**src/rtl/stack_arbiter.sv**
```systemverilog
// stack_arbiter: shares one LIFO stack between requesters A and B, tracking occupancy
// so overflow/underflow are rejected without the stack's own flags.
// Macro STACK_ARB_PRIO_EN: when defined, A has fixed priority over B and the
// round-robin pointer is removed; when undefined, arbitration is round-robin.
module stack_arbiter #(
    parameter int DATA_W = 4,
    parameter int DEPTH  = 8,
    parameter int CNT_W  = 4
) (
    input  logic              Clk,
    input  logic              RstN,
    input  logic              Req_A,
    input  logic              Op_A,
    input  logic [DATA_W-1:0] Din_A,
    output logic              Gnt_A,
    output logic              Err_A,
    output logic [DATA_W-1:0] Dout_A,
    input  logic              Req_B,
    input  logic              Op_B,
    input  logic [DATA_W-1:0] Din_B,
    output logic              Gnt_B,
    output logic              Err_B,
    output logic [DATA_W-1:0] Dout_B,
    output logic              Stk_Push,
    output logic              Stk_Pop,
    output logic [DATA_W-1:0] Stk_Data_In,
    input  logic [DATA_W-1:0] Stk_Data_Out,
    output logic [CNT_W-1:0]  Count,
    output logic              Full,
    output logic              Empty
);
    typedef enum logic [2:0] {IDLE, ISSUE, CAPTURE, DONE, REJECT} state_t;

    state_t            state, state_nxt;
    logic              win_b;
    logic              op_pop;
    logic [DATA_W-1:0] din_l;
    logic [DATA_W-1:0] dout_a, dout_b;
    logic [CNT_W-1:0]  count;
    logic              any_req, pick_b, pick_pop, reject;
    logic [DATA_W-1:0] pick_din;

    assign any_req  = Req_A || Req_B;
    assign pick_pop = pick_b ? Op_B : Op_A;
    assign pick_din = pick_b ? Din_B : Din_A;
    assign reject   = pick_pop ? (count == '0) : (count == CNT_W'(DEPTH));

`ifdef STACK_ARB_PRIO_EN
    assign pick_b = Req_B && !Req_A;
`else
    logic last_b;

    assign pick_b = Req_B && (!Req_A || !last_b);

    // Remember who was served last (rejections included); reset value favours A.
    always_ff @(posedge Clk or negedge RstN)
        if (!RstN)
            last_b <= 1'b1;
        else if (state == IDLE && any_req)
            last_b <= pick_b;
`endif

    // Next state: every non-idle state lasts one cycle.
    always_comb begin
        state_nxt = IDLE;
        state_nxt = (state == IDLE)    ? (!any_req ? IDLE : (reject ? REJECT : ISSUE)) :
                    (state == ISSUE)   ? CAPTURE :
                    (state == CAPTURE) ? DONE : IDLE;
    end

    // State, latched winner request, occupancy and per-requester pop data.
    always_ff @(posedge Clk or negedge RstN)
        if (!RstN) begin
            state  <= IDLE;
            win_b  <= 1'b0;
            op_pop <= 1'b0;
            din_l  <= '0;
            count  <= '0;
            dout_a <= '0;
            dout_b <= '0;
        end else begin
            state <= state_nxt;
            if (state == IDLE && any_req) begin
                win_b  <= pick_b;
                op_pop <= pick_pop;
                din_l  <= pick_din;
            end
            if (state == ISSUE)
                count <= op_pop ? count - CNT_W'(1) : count + CNT_W'(1);
            if (state == CAPTURE && op_pop && !win_b)
                dout_a <= Stk_Data_Out;
            if (state == CAPTURE && op_pop && win_b)
                dout_b <= Stk_Data_Out;
        end

    assign Stk_Push    = (state == ISSUE) && !op_pop;
    assign Stk_Pop     = (state == ISSUE) && op_pop;
    assign Stk_Data_In = (state == ISSUE) ? din_l : '0;
    assign Gnt_A       = (state == DONE) && !win_b;
    assign Gnt_B       = (state == DONE) && win_b;
    assign Err_A       = (state == REJECT) && !win_b;
    assign Err_B       = (state == REJECT) && win_b;
    assign Dout_A      = dout_a;
    assign Dout_B      = dout_b;
    assign Count       = count;
    assign Full        = (count == CNT_W'(DEPTH));
    assign Empty       = (count == '0);

    a_strobe_excl: assert property (@(posedge Clk) disable iff (!RstN) !(Stk_Push && Stk_Pop));
    a_count_range: assert property (@(posedge Clk) disable iff (!RstN) count <= CNT_W'(DEPTH));
endmodule

```
**config.mk**
```make
export PLATFORM = sky130hd
export DESIGN_NAME = stack_arbiter
export DESIGN_NICKNAME = d
export VERILOG_FILES = /design/src/rtl/stack_arbiter.sv
export SDC_FILE = /design/constraint.sdc
export NUM_CORES = 1
export LEC_CHECK = 0
export CAP_MARGIN = 25
export CORE_MARGIN = 5
export CORE_UTILIZATION = 45
export CTS_BUF_LIST = sky130_fd_sc_hd__clkbuf_2 sky130_fd_sc_hd__clkbuf_4 sky130_fd_sc_hd__clkbuf_8
export CTS_CLUSTER_DIAMETER = 80
export DETAILED_ROUTE_END_ITERATION = 6
export MAX_ROUTING_LAYER = met4
export PLACE_DENSITY = 0.76
export SYNTH_ARGS = -nofsm -noshare
export SYNTH_HDL_FRONTEND = slang
export SYNTH_SLANG_ARGS = --single-unit
```
**constraint.sdc**
```tcl
create_clock -name Clk -period 3.35 [get_ports Clk]
set_input_delay 0.67 -clock Clk [delete_from_list [all_inputs] [get_ports Clk]]
set_output_delay 0.67 -clock Clk [all_outputs]
set_load 0.05 [all_outputs]
```
==> results of run 1 <==
state kept, by name, indices dropped and copies added (netlist names):
name    count
din_l       4
last_b      1
win_b       1
state       3
Count       4
op_pop      1
Dout_A      4
Dout_B      4
kinds of logic after synthesis:
group,share of synthesized area
AO/OA/AOI/OAI,0.0859
XOR/XNOR,0.0366
adder cells (fa/ha/maj),0.0377
buffers and inverters,0.0429
flip-flops,0.462
multiplexers,0.129
AND/OR/NAND/NOR,0.206
per-layer routing:
metal,share of wire,GRT usage,up-vias
li1,-,-,442
met1,0.44,0.169,425
met2,0.48,0.245,22
met3,0.057,0.0482,5
met4,0.017,0.0636,0
met5,0,-,-
power by group through the flow:
stage	clock, mW	combinational, mW	sequential, mW
after CTS	0.212	1.21	0.544
after global routing	0.217	1.28	0.569
after floorplan	0	0.664	0.756
after global placement	0	1.19	0.538
final	0.207	1.20	0.544
after detailed placement	0	1.20	0.549
worst paths after layout:
check                                 end  slack [ns]  cells after the start
setup / recovery           Stk_Data_In[0]        0.23                      3
hold / removal                  Dout_A[2]        0.50                      1
setup reg to reg                 Count[3]        1.73                      5
hold reg to reg                 Dout_A[2]        0.50                      1
max in group asynchronous          last_b        2.24                      2
min in group asynchronous          op_pop        0.59                      1
cell type report:
cell class | count | share of cell area
clock buffer | 3 | 0.0135
clock inverter | 1 | 0.0180
inverter | 3 | 0.00676
multi-input combinational | 74 | 0.355
sequential | 22 | 0.331
tap | 30 | 0.0225
timing repair buffer | 42 | 0.253
worst reg2reg max path, cell delays in order (launching register included):
cell and delay, ns:
dfrtp_1 0.54, ha_1 0.29, a21o_1 0.17, a21oi_1 0.18
mux2i_1 0.23, xnor2_1 0.14
Yosys cell counts:
cell / count / share of area
dfrtp_1: 21 / 0.44
mux2_1: 8 / 0.075
nor2_1: 8 / 0.025
and2_1: 5 / 0.026
mux2i_1: 5 / 0.042
nand2_1: 5 / 0.016
a21oi_1: 4 / 0.017
a21oi_2: 4 / 0.029
xnor2_1: 4 / 0.029
inv_1: 3 / 0.0094
nor2_4: 3 / 0.028
o21ai_1: 3 / 0.013
buf_2: 2 / 0.0084
buf_6: 2 / 0.019
ha_1: 2 / 0.021
nand3_1: 2 / 0.0084
nand3b_1: 2 / 0.013
nor3_1: 2 / 0.0084
nor4bb_1: 2 / 0.017
a21boi_4: 1 / 0.016
a21o_1: 1 / 0.0063
a31oi_1: 1 / 0.0052
and3_1: 1 / 0.0052
and4b_1: 1 / 0.0084
buf_4: 1 / 0.0063
dfstp_2: 1 / 0.022
fa_1: 1 / 0.017
mux2i_2: 1 / 0.012
nor2_2: 1 / 0.0052
nor3b_1: 1 / 0.0063
nor3b_2: 1 / 0.010
nor4b_1: 1 / 0.0073
or3_1: 1 / 0.0052
or3_4: 1 / 0.0094
or3b_1: 1 / 0.0073
xor2_1: 1 / 0.0073
per-stage QoR:
stage               total power [mW]  utilization
global placement                1.72        0.641
CTS                             1.96        0.662
finish                          1.95        0.667
detailed placement              1.75        0.641
floorplan                       1.42            -
global route                    2.06        0.667
layout by cell type (no fill, tap or decap), types with 2 or more instances in the layout:
| cell type | netlist | routed |
|---|---|---|
| o21ai_1 | 3 | 3 |
| mux2_1 | 8 | 8 |
| nand2_1 | 5 | 5 |
| xnor2_1 | 4 | 4 |
| dfrtp_1 | 21 | 21 |
| inv_1 | 3 | 3 |
| a21oi_1 | 4 | 4 |
| and2_1 | 5 | 5 |
| nor4bb_1 | 2 | 2 |
| clkbuf_4 | 0 | 3 |
| mux2i_1 | 5 | 5 |
| clkdlybuf4s50_1 | 0 | 41 |
| a21oi_2 | 4 | 4 |
| nand3b_1 | 2 | 2 |
| nor2_1 | 8 | 8 |
| nand3_1 | 2 | 2 |
| nor2_4 | 3 | 3 |
| nor3_1 | 2 | 2 |
| ha_1 | 2 | 2 |
==> flow_summary.yaml, run 1 <==
layout:
  final_area_mm2: 0.00167
  finalNonFillerCells: 175
  fillers: 206
  n_antenna_cell: 0
  multi_input_area_um2: 592
  regArea_um2: 552
  nets: 167
  layout-drive-gt1-share: 0.124
  syn_to_final_growth_pct: 39.5
global_routing:
  grt_max_degree: 23
  grt_pass1_vias: 886
  grtUsageTotal: 0.151
  grt_antenna_before_repair: 0
  grt_overflow_total: 0
  grt_first_pass_wirelength_um: 4030
sta:
  final.period_utilization: 0.932
  max_slew_margin: 0.590
  finalSetupViolCount: 0
  rsz0062_at_grt: "no"
  fin_skew_ns: 0.00456
  setup_slack_ns: 0.226
  worst_slew_pin_slew_ns: 0.614
  holdWs_ns: 0.502
  fmax_ghz: 0.320
  drv_slew: 0
  setup_tns_ns: 0
  fin_crit_ns: 3.12
  hold_viol: 0
logic_synthesis:
  syn_avg_cell_area_um2: 11.5
  ys_ff_latch: 22
  synthCells: 104
  ys_seq_area_frac: 0.462
  synth.cell_area_mm2: 0.00119
  yosysWarnings: 0
  syn-num-nets: 125
  synth_cell_type_count: 36
outcome:
  status: "complete, no violations"
critical_path:
  crit_slowest_cell: "clkdlybuf4s50_1"
  worstPathMaxFanout: 10
  cp_top_family: "buffers and inverters"
  setup.worst_path.start: "state[0]"
  critical-path-max-stage-delay_ns: 0.82
  crit_arrival_ns: 2.45
  crit_buf_inv: 1
  crit_type: "reg2out"
  crit_chain: "nor3b_1 > and2_1 > clkdlybuf4s50_1"
  cp.required_ns: 2.68
  start_kind: "register"
  crit_path_end_kind: "output pin"
  timing.rr.start: "op_pop"
die:
  rows: 18
  coreArea_mm2: 0.00250
  pin_count: 42
  die_width_um: 61.5
  dieArea_mm2: 0.00379
  start_util: 0.478
  die_h_um: 61.5
routing:
  viasPerCell: 5.11
  wirelength_um: 2490
  first_pass_iters: 4
  first_iter_violations: 15
  wl_per_cell_um: 14.2
  drc: 0
  num_vias: 894
  drtAntennaViolNets: 0
power:
  p_comb_frac: 0.614
  switching_share: 0.495
  p_sw_uw: 964
  p_leak_nw: 0.686
  max-vdd-ir-drop_mv: 0.791
  p_seq_frac: 0.279
  intPower_uw: 982
  clockPowerShare: 0.106
  pwr_density_cell_mw_per_mm2: 1170
cts:
  clkTransAtPathRegs_ns: 0.13
  cts_inserted_buffers: 3
  cts_root_buf: "clkbuf_4"
  htreeDepth: 1
  clock_latency_ns: 0.32
  cts_hold_buf: 0
  clockBufferDepth: 2
  ctsResizeCount: 0
  cts_sinks: 22
  cts_setup_buffers: 0
  cts_tree: "yes"
worst_hold_path:
  hold_start: "Dout_A[2]"
  worstHoldPathType: "reg2reg"
place:
  dp_slack_ns: 0.554
  dpl.cell_count: 170
  dp_hpwl_um: 1950
  portBuffers: 41
  gp_congestion: 0.736
  postPlaceCellArea_mm2: 0.00160
flow_run:
  maxCapViolations: 0
No activity file was read; power rests on OpenSTA's default activity.
==> inputs of run 2 (changes only) <==
Settings changed: CTS_CLUSTER_DIAMETER 80 to unset, SETUP_SLACK_MARGIN set to 0.1.
==> flow_summary.yaml, run 2 (synthesized netlist as in run 1, its figures left out) <==
power:
  pwr_density_cell_mw_per_mm2: 1160
  max-vdd-ir-drop_mv: 0.791
  p_leak_nw: 0.688
place:
  dp_hpwl_um: 1950
  gp_congestion: 0.736
  postPlaceCellArea_mm2: 0.00160
  portBuffers: 41
cts:
  clock_latency_ns: 0.31
  clockBufferDepth: 2
  clkTransAtPathRegs_ns: 0.12
  cts_hold_buf: 0
  cts_setup_buffers: 0
  cts_sinks: 22
  cts_root_buf: "clkbuf_4"
  htreeDepth: 1
  cts_inserted_buffers: 3
  cts_tree: "yes"
critical_path:
  crit_type: "reg2out"
  crit_arrival_ns: 2.33
  r2r_end: "Dout_A[1]"
  reg2regPathDepth: 4
  worstPathMaxFanout: 10
  endpoint: "Stk_Push"
  timing.rr.start: "state[1]"
  start_kind: "register"
  crit_path_end_kind: "output pin"
  r2r_setup_slack_ns: 1.72
  cp.required_ns: 2.68
  setup.worst_path.start: "state[0]"
layout:
  layout-drive-gt1-share: 0.131
  final_common_cell: "clkdlybuf4s50_1"
  regArea_um2: 552
  fillers: 204
  final_cell_mix: "41 x clkdlybuf4s50_1, 21 x dfrtp_1, 8 x nor2_1, 8 x mux2_1"
  n_antenna_cell: 0
  multi_input_area_um2: 597
  final_area_mm2: 0.00167
  post-route-util: 0.669
  nets: 167
  syn_to_final_growth_pct: 39.9
routing:
  num_vias: 899
  first_pass_iters: 4
  first_iter_violations: 22
  viasPerCell: 5.14
  drc: 0
  drtAntennaViolNets: 0
  wirelength_um: 2480
  wl_per_cell_um: 14.1
sta:
  hold_viol: 0
  worst_slew_pin_slew_ns: 0.516
  rsz0062_at_grt: "no"
  finalSetupViolCount: 0
  fmax_ghz: 0.333
  drv_slew: 0
  max_slew_margin: 0.655
  fin_crit_ns: 3.00
  final.period_utilization: 0.895
  fin_skew_ns: 0.00280
  setup_tns_ns: 0
global_routing:
  grt_first_pass_wirelength_um: 4030
  grt_pass1_vias: 886
  grtUsageTotal: 0.151
  grt_max_degree: 23
  grt_antenna_before_repair: 0
  grt_overflow_total: 0
die:
  die_width_um: 61.5
  dieArea_mm2: 0.00379
  start_util: 0.478
  rows: 18
  coreArea_mm2: 0.00250
  pin_count: 42
  die_h_um: 61.5
outcome:
  status: "complete, no violations"
worst_hold_path:
  worstHoldPathType: "reg2reg"
flow_run:
  maxCapViolations: 0
run 2: cell counts in the layout (fill, tap and decap cells not counted):
Identical to the previous run, type by type.
run 2: cell type report:
| class | instances | share of cell area |
|---|---|---|
| multi-input cells | 74 | 0.357 |
| well taps | 30 | 0.0225 |
| clock buffers | 3 | 0.0135 |
| flip-flops and latches | 22 | 0.330 |
| inverters | 3 | 0.00674 |
| clock inverters | 1 | 0.0180 |
| repair buffers | 42 | 0.252 |
run 2: where the power goes:
part / switching [mW] / internal (mW)
Combinational: 0.735 / 0.461
Clock: 0.0830 / 0.121
Sequential: 0.141 / 0.403
Total: 0.960 / 0.984
run 2: metal layers:
| layer | vias up | share of wire | global-route usage |
|---|---|---|---|
| met5 | - | 0 | - |
| met4 | 0 | 0.019 | 0.0636 |
| met3 | 5 | 0.057 | 0.0482 |
| met1 | 429 | 0.43 | 0.169 |
| met2 | 24 | 0.49 | 0.245 |
| li1 | 441 | - | - |
run 2: critical path, stage by stage, from the launching register on:
cell	delay, ns
dfrtp_1	0.53
or3b_1	0.54
nor2_4	0.14
clkdlybuf4s50_1	0.81
run 2: timing repair:
action	4_1_cts	5_1_grt
hold endpoints to repair	0	0
setup endpoints to repair	0	4
gates resized for setup	0	1
run 2: how the worst min path moves through the flow:
stage	slack [ns]	startpoint	cells after the start	to
5_1_grt	0.53	Dout_A[0]	1	Dout_A[0]
3_5_place_dp	0.48	Dout_A[2]	1	Dout_A[2]
2_1_floorplan	0.37	RstN	0	Count[0]
4_1_cts	0.51	Dout_A[2]	1	Dout_A[2]
6_report	0.50	Dout_A[2]	1	Dout_A[2]
3_3_place_gp	0.47	Dout_A[3]	1	Dout_A[3]
run 2: metrics by stage:
step | setup WS (ns) | cells | hold WS (ns) | power, mW
after floorplan | 0.526 | 104 | 0.374 | 1.42
after global placement | 0.646 | 170 | 0.472 | 1.72
after detailed placement | 0.554 | 170 | 0.481 | 1.75
after CTS | 0.179 | 174 | 0.510 | 1.96
after global routing | 0.241 | 175 | 0.535 | 2.07
final | 0.351 | 175 | 0.502 | 1.94
==> inputs of run 3 (changes only) <==
Settings changed: CAP_MARGIN 25 to 0.
==> flow_summary.yaml, run 3 (synthesized netlist as in run 1, its figures left out) <==
outcome:
  status: "complete, no violations"
cts:
  ctsResizeCount: 0
  cts_sinks: 22
  cts_tree: "yes"
  clockBufferDepth: 2
  clkTransAtPathRegs_ns: 0.13
  cts_hold_buf: 0
  clock_latency_ns: 0.32
  cts_root_buf: "clkbuf_4"
  cts_setup_buffers: 0
  cts_inserted_buffers: 3
  htreeDepth: 1
worst_hold_path:
  worst_hold_path.endpoint: "Dout_A[2]"
  hold_start: "Dout_A[2]"
  hold_path_depth: 1
  worstHoldPathType: "reg2reg"
layout:
  final_common_cell: "clkdlybuf4s50_1"
  post-route-util: 0.664
  n_antenna_cell: 0
  regArea_um2: 552
  final_area_mm2: 0.00166
  nets: 166
  layout-drive-gt1-share: 0.125
  syn_to_final_growth_pct: 39.0
  fillers: 205
  multi_input_area_um2: 597
  final_cell_mix: "41 x clkdlybuf4s50_1, 21 x dfrtp_1, 8 x nor2_1, 8 x mux2_1"
routing:
  first_iter_violations: 17
  drc: 0
  wl_per_cell_um: 14.2
  num_vias: 902
  wirelength_um: 2480
  drtAntennaViolNets: 0
  first_pass_iters: 2
  viasPerCell: 5.18
power:
  pwr_density_cell_mw_per_mm2: 1170
  intPower_uw: 983
  clockPowerShare: 0.106
  p_comb_frac: 0.614
  p_leak_nw: 0.682
  max-vdd-ir-drop_mv: 0.794
  p_seq_frac: 0.280
  p_sw_uw: 963
  switching_share: 0.495
  power.total_mw: 1.95
flow_run:
  maxCapViolations: 0
global_routing:
  grt_max_degree: 23
  grt_overflow_total: 0
  grt_pass1_vias: 886
  grtUsageTotal: 0.151
  grt_first_pass_wirelength_um: 4030
  grt_antenna_before_repair: 0
critical_path:
  crit_arrival_ns: 2.34
  crit_path_end_kind: "output pin"
  crit_slowest_cell: "clkdlybuf4s50_1"
  reg2regPathDepth: 4
  worstPathMaxFanout: 10
  crit_type: "reg2out"
  cp_top_family: "buffers and inverters"
  r2r_end: "Dout_A[1]"
  crit_buf_inv: 1
  crit_chain: "or3b_1 > nor2_4 > clkdlybuf4s50_1"
  timing.rr.start: "state[1]"
  r2r_setup_slack_ns: 1.72
  start_kind: "register"
  cp.required_ns: 2.68
  crit_cells: 3
  critical-path-max-stage-delay_ns: 0.81
sta:
  fin_crit_ns: 3.01
  fin_skew_ns: 0.00429
  max_slew_margin: 0.361
  holdWs_ns: 0.503
  rsz0062_at_grt: "no"
  finalSetupViolCount: 0
  fmax_ghz: 0.333
  final.period_utilization: 0.897
  hold_viol: 0
  worst_slew_pin_slew_ns: 0.955
  drv_slew: 0
  setup_tns_ns: 0
die:
  dieArea_mm2: 0.00379
  die_h_um: 61.5
  start_util: 0.478
  die_width_um: 61.5
  coreArea_mm2: 0.00250
  pin_count: 42
  rows: 18
place:
  portBuffers: 41
  dp_hpwl_um: 1950
  gp_congestion: 0.736
  postPlaceCellArea_mm2: 0.00160
run 3: power groups by stage:
stage               Sequential (mW)  Combinational [mW]  Clock (mW)
global placement              0.538                1.19           0
floorplan                     0.756               0.664           0
finish                        0.545                1.19       0.207
detailed placement            0.549                1.20           0
CTS                           0.544                1.21       0.212
global route                  0.570                1.28       0.217
run 3: final cells by class:
class | count | share of cell area
repair buffers | 41 | 0.247
inverters | 3 | 0.00678
multi-input cells | 74 | 0.359
well taps | 30 | 0.0226
flip-flops and latches | 22 | 0.332
clock inverters | 1 | 0.0181
clock buffers | 3 | 0.0136
run 3: layer usage:
metal	up-vias	part of all wire	global-route usage
li1	439	-	-
met1	436	0.44	0.169
met2	22	0.49	0.245
met3	5	0.057	0.0482
met4	0	0.017	0.0636
met5	-	0	-
run 3: worst max path at each step:
stage	end	startpoint	slack [ns]
6_report	Stk_Push	state[0]	0.34
5_1_grt	Stk_Push	state[0]	0.24
2_1_floorplan	Err_A	state[0]	0.53
3_5_place_dp	Stk_Data_In[0]	state[0]	0.55
3_3_place_gp	Stk_Data_In[3]	state[0]	0.65
4_1_cts	Stk_Data_In[0]	state[0]	0.18
run 3: stage by stage:
step,cells,setup slack (ns)
after global placement,170,0.646
after detailed placement,170,0.554
after global routing,174,0.241
final,174,0.345
after CTS,174,0.179
after floorplan,104,0.526
